File: src/rtl/flex_rcv_block.sv
// flex_rcv_block: mid-bit sampling serial receiver feeding a show-ahead receive FIFO.
// Define RCV_PARITY_EN to add an even-parity bit after the data and a parity_error output.
module flex_rcv_block #(
   parameter int DATA_BITS    = 8,
   parameter int CLKS_PER_BIT = 10,
   parameter int FIFO_DEPTH   = 4
) (
   input  logic                         clk,
   input  logic                         n_rst,
   input  logic                         serial_in,
   input  logic                         data_read,
   output logic [DATA_BITS-1:0]         rx_data,
   output logic                         data_ready,
   output logic                         overrun_error,
   output logic                         framing_error,
`ifdef RCV_PARITY_EN
   output logic                         parity_error,
`endif
   output logic [$clog2(FIFO_DEPTH):0]  rx_count
);
   localparam int AW = $clog2(FIFO_DEPTH);
   localparam int CW = $clog2(CLKS_PER_BIT);
   localparam logic [CW-1:0] FULL_RELOAD = CW'(CLKS_PER_BIT - 1);
   // half a bit less one cycle, absorbing the edge detector's extra register stage
   localparam logic [CW-1:0] HALF_RELOAD = CW'(CLKS_PER_BIT / 2 - 1);
   typedef enum logic [2:0] {
      IDLE,
      START,
      DATA,
`ifdef RCV_PARITY_EN
      PARITY,
`endif
      STOP
   } state_t;
   state_t state, next_state;
   logic [1:0] sync;
   logic [2:0] warm;
   logic s, prev, fall, tick, last_bit;
   logic start_ok, sample_bit, push, frame_bad, par_bad, par_err_q;
   logic [CW-1:0] cnt;
   logic [3:0] bit_idx;
   logic [DATA_BITS-1:0] shift;
   logic [DATA_BITS-1:0] mem [FIFO_DEPTH];
   logic [AW-1:0] wr_ptr, rd_ptr;
   logic full, pop, wr_en, drop;
   assign s        = sync[1];
   assign fall     = warm[2] & prev & ~s;
   assign tick     = cnt == '0;
   assign last_bit = bit_idx == 4'(DATA_BITS - 1);
   // warm keeps the reset value of the synchroniser from posing as a falling edge
   always_ff @(posedge clk or negedge n_rst)
      if (!n_rst) begin
         sync <= '1;
         prev <= 1'b1;
         warm <= '0;
      end else begin
         sync <= {sync[0], serial_in};
         prev <= s;
         warm <= {warm[1:0], 1'b1};
      end
   always_ff @(posedge clk or negedge n_rst)
      if (!n_rst) state <= IDLE;
      else        state <= next_state;
   always_comb begin
      next_state = state;
      case (state)
         IDLE:  next_state = fall ? START : IDLE;
         START: if (tick) next_state = s ? IDLE : DATA;
`ifdef RCV_PARITY_EN
         DATA:   if (tick && last_bit) next_state = PARITY;
         PARITY: if (tick) next_state = STOP;
`else
         DATA:  if (tick && last_bit) next_state = STOP;
`endif
         STOP:  if (tick) next_state = IDLE;
         default: next_state = IDLE;
      endcase
   end
   always_comb begin
      start_ok   = state == START && tick && !s;
      sample_bit = state == DATA && tick;
      frame_bad  = state == STOP && tick && !s;
      push       = state == STOP && tick && s && !par_err_q;
`ifdef RCV_PARITY_EN
      par_bad    = state == PARITY && tick && (^{shift, s});
`else
      par_bad    = 1'b0;
`endif
   end
   always_ff @(posedge clk or negedge n_rst)
      if (!n_rst) begin
         cnt           <= '0;
         bit_idx       <= '0;
         shift         <= '0;
         framing_error <= 1'b0;
         par_err_q     <= 1'b0;
      end else begin
         cnt           <= (state == IDLE) ? HALF_RELOAD : tick ? FULL_RELOAD : cnt - 1'b1;
         bit_idx       <= (state != DATA) ? '0 : sample_bit ? bit_idx + 1'b1 : bit_idx;
         shift         <= sample_bit ? {s, shift[DATA_BITS-1:1]} : shift;
         framing_error <= start_ok ? 1'b0 : framing_error | frame_bad;
         par_err_q     <= start_ok ? 1'b0 : par_err_q | par_bad;
      end
`ifdef RCV_PARITY_EN
   assign parity_error = par_err_q;
`endif
   assign full  = rx_count == (AW + 1)'(FIFO_DEPTH);
   assign pop   = data_read && data_ready;
   assign wr_en = push && (!full || pop);
   assign drop  = push && full && !pop;
   always_ff @(posedge clk)
      if (wr_en) mem[wr_ptr] <= shift;
   always_ff @(posedge clk or negedge n_rst)
      if (!n_rst) begin
         wr_ptr        <= '0;
         rd_ptr        <= '0;
         rx_count      <= '0;
         overrun_error <= 1'b0;
      end else begin
         wr_ptr        <= wr_ptr + AW'(wr_en);
         rd_ptr        <= rd_ptr + AW'(pop);
         rx_count      <= rx_count + (AW + 1)'(wr_en) - (AW + 1)'(pop);
         overrun_error <= data_read ? 1'b0 : overrun_error | drop;
      end
   assign data_ready = rx_count != '0;
   assign rx_data    = data_ready ? mem[rd_ptr] : '1;
endmodule

File: config.mk
export PLATFORM = sky130hd
export DESIGN_NAME = flex_rcv_block
export DESIGN_NICKNAME = d
export VERILOG_FILES = /design/src/rtl/flex_rcv_block.sv
export SDC_FILE = /design/constraint.sdc
export NUM_CORES = 1
export LEC_CHECK = 0
export CORE_MARGIN = 4
export CORE_UTILIZATION = 45
export CTS_BUF_LIST = sky130_fd_sc_hd__clkbuf_4
export DETAILED_ROUTE_END_ITERATION = 16
export PLACE_DENSITY = 0.61
export SLEW_MARGIN = 20
export SYNTH_ARGS = -nofsm -noshare
export SYNTH_HDL_FRONTEND = slang
export SYNTH_SLANG_ARGS = --single-unit
File: constraint.sdc
create_clock -name clk -period 3.5 [get_ports clk]
set_input_delay 0.7 -clock clk [delete_from_list [all_inputs] [get_ports clk]]
set_output_delay 0.7 -clock clk [all_outputs]
set_load 0.005 [all_outputs]
# Yosys cells after proc, flatten, opt, wreduce, memory -nomap -nowiden
# Memories as Yosys holds them, arrays and structs flattened.
# Cells that the tools add are included.
# op_classes
n_mux	16
eq_ne	9
add_sub_neg	6
n_reduce_logical	22
n_bitwise	5
# op_table
op	count
4-bit two-way mux	4
1-bit logical AND	12
3-bit one-hot mux with 4 select lines	1
3-bit two-way mux	3
8-bit two-way mux	1
3-bit by 2-bit == test with 1-bit output, second input constant	2
1-bit two-way mux	6
2-bit != test, second input constant	3
2-bit by 1-bit adder with 2-bit output	2
4-bit by 1-bit adder with 4-bit output, second input constant	1
4-bit by 3-bit == test with 1-bit output, second input constant	1
1-bit zero test	4
4-bit zero test	1
4-bit by 1-bit subtractor with 4-bit output, second input constant	1
3-bit by 1-bit adder with 3-bit output	1
3-bit by 1-bit == test with 1-bit output, second input constant	1
3-bit == test, second input constant	1
3-bit zero test	1
3-bit by 2-bit != test with 1-bit output, second input constant	1
3-bit AND reduction	1
3-bit nonzero test	1
3-bit by 1-bit subtractor with 3-bit output	1
1-bit AND	2
2-bit two-way mux	1
4 further kinds	5
# totals
out_inout_bits	14
n_memories	1
in_bits	4
ramBits	32
regBits	35
# memory_table
name	depth	word_bits	rd	rd_clocked_by_memory_dff	write_ports	line_no	rtl
mem	4	8	1	0	1	43	logic [DATA_BITS-1:0] mem [FIFO_DEPTH];

# Depth between registers and ports, before layout
# logic_depth
depth_word	8
depth_mapped	10
depth_no_buf	10

# Worst setup path after synthesis
# Ideal clock, no wire load.
# synth_path
path_type	register -> register
start	reg cnt[0]
end	reg rx_count[2]
path_slack_ps	1028
stages_incl_launch_ff	11
setup_time_ps	123
arrival_ps	2349
cell_sequence	dfrtp_1 -> inv_1 -> ha_1 -> nor3b_2 -> nand3b_1 -> ha_1 -> inv_1 -> ha_1 -> fa_1 -> xnor2_1 -> xnor2_1
# synth_between
elab_chain_len	7
# synth_lines
element	line_no	rtl
start, declared	40	logic [CW-1:0] cnt;
start signal, assigned	98	cnt <= (state == IDLE) ? HALF_RELOAD : tick ? FULL_RELOAD : cnt - 1'b1;
4-bit zero test	48	assign tick = cnt == '0;
1-bit logical AND (3 in series)	83	push = state == STOP && tick && s && !par_err_q;
1-bit logical AND	109	assign wr_en = push && (!full || pop);
3-bit by 1-bit adder with 3-bit output	122	rx_count <= rx_count + (AW + 1)'(wr_en) - (AW + 1)'(pop);
3-bit by 1-bit subtractor with 3-bit output	122	
end signal, assigned	122	
end, declared	19	output logic [$clog2(FIFO_DEPTH):0] rx_count
# Every way passes these cells.
# A chain may end at the register's enable or synchronous reset.

# Worst setup path after layout
# layout_path
start	reg rd_ptr[0]
end	out rx_data[7]
# layout_between
elab_chain_len	2
# layout_lines
element	line_no	rtl
start, declared	44	logic [AW-1:0] wr_ptr, rd_ptr;
start signal, assigned	121	rd_ptr <= rd_ptr + AW'(pop);
memory 4 x 8 bit	-	
8-bit two-way mux	126	assign rx_data = data_ready ? mem[rd_ptr] : '1;
end, declared	12	output logic [DATA_BITS-1:0] rx_data,
# Every way passes these cells.

==> metrics.md <==
| Metric | Value |
|---|---|
| Setup TNS after final layout | 0 ns |
| Proportion of total power due to net switching | 28.6% |
| Number of synthesized flops with an enable pin | 32 |
| Unrepaired setup endpoints after global routing | no |
| Worst hold slack after final layout | 0.363 ns |
| Setup crit end kind | primary output |
| Worst reg2reg startpoint | cnt[0] |
| Worst reg2reg path depth | 10 |
| Final Hold Fails | 0 |
| Routability-driven placement congestion ratio | 0.795 |
| Hold path cells | 0 |
| Share of power burned in the clock network | 24.5% |
| Capture point of the worst reg-to-reg path | rx_count[2] |
| Internal power contribution | 1.63 mW |
| Net count, final | 200 |
| Worst IR Drop VDD | 0.000387 V |
| Critical path startpoint | rd_ptr[0] |
| Pin count of the biggest net entering global routing | 34 |
| Most frequent cells in the layout | sky130_fd_sc_hd__edfxtp_1, sky130_fd_sc_hd__dfrtp_1, sky130_fd_sc_hd__clkdlybuf4s50_1 |
| Number of placement rows | 27 |
| Maximum clock frequency | 0.319 GHz |
| Post-synth ARST share | 50.8% |
| Average wire per cell in the routed design | 16.3 um |
| Master cell of the clock root buffer | sky130_fd_sc_hd__clkbuf_4 |
| Max-slew violation total from the final report | 0 |
| Hold path endpoint | warm[1] |
| Path class of the lowest-slack min-delay path | reg2reg |
| Required arrival time at the worst endpoint | 2.80 ns |
| Syn Nets | 169 |
| All-layer global routing usage | 13.6% |
| Die Ht | 84.5 um |
| Resized cells post-CTS | 0 |
| Initial Utilization | 47.2% |
| Combined area of all synthesized cells | 0.00263 mm^2 |
| Number of warnings printed during yosys synthesis | 0 |
| Part of the cycle the worst path needs | 89.7% |
| Worst relative slew slack | 62.3% |
| DP HPWL | 2.88 mm |
| H-tree levels | 3 |
| First-pass GRT wire length | 7.25 mm |
| Iteration-0 DRC Markers | 54 |
| CP Launch Type | flop |
| Clock edge transition at the registers on the reported setup and hold paths | 0.11 ns |
| Most instantiated flip-flop cell in the synthesis netlist | sky130_fd_sc_hd__edfxtp_1 |
| Source-to-sink clock delay at the later pin of the worst-skew pair | 0.39 ns |
| Number of antenna violations at the first check in global routing | 0 |
| Clock tree from TritonCTS | built |
| Global-route congestion overflow total | 0 |
| Final antenna-violating net count | 0 |
| Worst reg2reg setup slack | 1.06 ns |
| Crit-path max FO | 9 |
| Power per unit of standard cell area | 742 mW/mm^2 |
| Core Area | 0.00557 mm^2 |
| Flip-flop and latch count after synthesis | 65 |
| Register area share after synthesis | 68.1% |
| Final worst slack | 0.361 ns |
| Die X-Extent | 84.5 um |
| Number of CTS-inserted buffers | 9 |
| CTS Sinks | 65 |
| Fraction of final layout cells with drive strength greater than 1 | 28.5% |
| Power share of the sequential group | 46.8% |
| CTS Buffer Depth | 2 |
| Post-cts hold buffer count | 0 |
| Final setup skew | 0.0121 ns |
| Setup WS pre-CTS | 0.604 ns |
| Number of iterations in the first detailed-routing pass | 4 |
| Result of the run | complete, no violations |
| Number of library cell types mapped by synthesis | 39 |
| Final setup violating endpoints | 0 |
| Comb power frac | 28.7% |
| Post-synthesis to final-layout area growth | 17.0% |
| Switching component of the power | 0.654 mW |
| Class of the most critical setup path | reg2out |
| Power consumption | 2.28 mW |
| Count of buffers from port buffering | 17 |
| Total inserted antenna cells | 0 |
| Vias in the first global route | 1426 |
| Total setup buffers inserted after CTS | 0 |
| Synthesized instance count | 157 |
| Average cell area after synthesis | 16.8 um^2 |
| Vias post-DR | 1355 |
| Post-detailed-route via-to-cell ratio | 5.11 |
| Minimum period implied by the final worst setup slack | 3.14 ns |
| I/O Pins | 18 |
| Routed WL | 4.32 mm |
| Max Cap Violations | 0 |
| Drc violations | 0 |
| Most common cell after layout, fill and taps aside | sky130_fd_sc_hd__edfxtp_1 |
| Tightest Pin Transition | 0.565 ns |
| Arrival time at the worst endpoint | 2.44 ns |
| Leakage | 1.29 nW |
| Die area | 0.00713 mm^2 |
| Core Util, Final | 55.2% |
| Hold path startpoint | warm[0] |
cell type report:
type                            instances  area (um^2)
Inverter                                8         30.0
Sequential cell                        65         1790
Tap cell                               72         90.1
Clock inverter                          7         95.1
Fill cell                             457         2500
Multi-Input combinational cell         81          790
Timing Repair Buffer                   23          215
Clock buffer                            9         67.6
power groups by stage:
stage / combinational, mW / sequential, mW / clock (mW)
after floorplan: 0.434 / 1.01 / 0
after global placement: 0.639 / 1.08 / 0
after detailed placement: 0.671 / 1.09 / 0
after CTS: 0.668 / 1.07 / 0.578
after global routing: 0.722 / 1.10 / 0.621
final: 0.655 / 1.07 / 0.560
per-stage QoR:
| stage | cell area, um^2 | std cells |
|---|---|---|
| after floorplan | 2630 | 157 |
| after global placement | 2920 | 249 |
| after detailed placement | 2920 | 249 |
| after CTS | 3080 | 265 |
| after global routing | 3080 | 265 |
| final | 3080 | 265 |
sequential cells by signal, summed over array words and instances, names as in the netlist:
| signal | count |
|---|---|
| mem | 32 |
| shift | 8 |
| bit_idx | 4 |
| cnt | 4 |
| rx_count | 3 |
| warm | 3 |
| rd_ptr | 2 |
| state | 2 |
| sync | 2 |
| wr_ptr | 2 |
| framing_error | 1 |
| overrun_error | 1 |
| prev | 1 |
critical path: stages, from the launching register on:
cell	delay, ns
sky130_fd_sc_hd__dfrtp_1	0.72
sky130_fd_sc_hd__mux4_2	0.58
sky130_fd_sc_hd__or2_2	0.30
sky130_fd_sc_hd__clkdlybuf4s50_1	0.45
cell usage after synthesis (2+ instances only):
library cell                n  area [um^2]
sky130_fd_sc_hd__mux4_2     8          180
sky130_fd_sc_hd__a31oi_1    2         12.5
sky130_fd_sc_hd__nor2_1     5         18.8
sky130_fd_sc_hd__nor3_1     4         20.0
sky130_fd_sc_hd__mux2_4     8          120
sky130_fd_sc_hd__xnor2_1    5         43.8
sky130_fd_sc_hd__ha_1       7         87.6
sky130_fd_sc_hd__inv_1      8         30.0
sky130_fd_sc_hd__xor2_1     2         17.5
sky130_fd_sc_hd__nor3b_1    2         15.0
sky130_fd_sc_hd__nand3b_1   2         15.0
sky130_fd_sc_hd__mux2_2     2         22.5
sky130_fd_sc_hd__dfrtp_1   30          751
sky130_fd_sc_hd__edfxtp_1  32          961
sky130_fd_sc_hd__a21oi_1    4         20.0
sky130_fd_sc_hd__or2_2      8         50.1
sky130_fd_sc_hd__and3_1     2         12.5
sky130_fd_sc_hd__nand2_1    3         11.3
sky130_fd_sc_hd__dfstp_2    3         78.8
worst max-delay path by stage:
stage / to / slack [ns] / cells past startpoint
after floorplan: rx_count[2] / 1.03 / 10
after global placement: rx_count[2] / 0.71 / 9
after detailed placement: rx_count[2] / 0.60 / 9
after CTS: rx_data[7] / 0.26 / 3
after global routing: rx_data[7] / 0.18 / 3
final: rx_data[7] / 0.36 / 3
cells by family after synthesis:
logic type / share of synthesized area, %
flip-flops: 68.1
AND/OR/NAND/NOR: 8.66
multiplexers: 12.3
AO/OA/AOI/OAI: 2.52
buffers and inverters: 1.90
adder cells (fa/ha/maj): 4.09
XOR/XNOR: 2.33
other: 0.143
routing by layer:
metal	wire length, um	GRT usage, %	up-vias	part of all wire [%]
met3	148	3.53	11	3.4
met5	0	0	-	0
met1	1710	15.4	671	40
met4	134	8.06	0	3.1
li1	-	-	642	-
met2	2320	23.0	31	54
(Power assumes the default switching activity.)
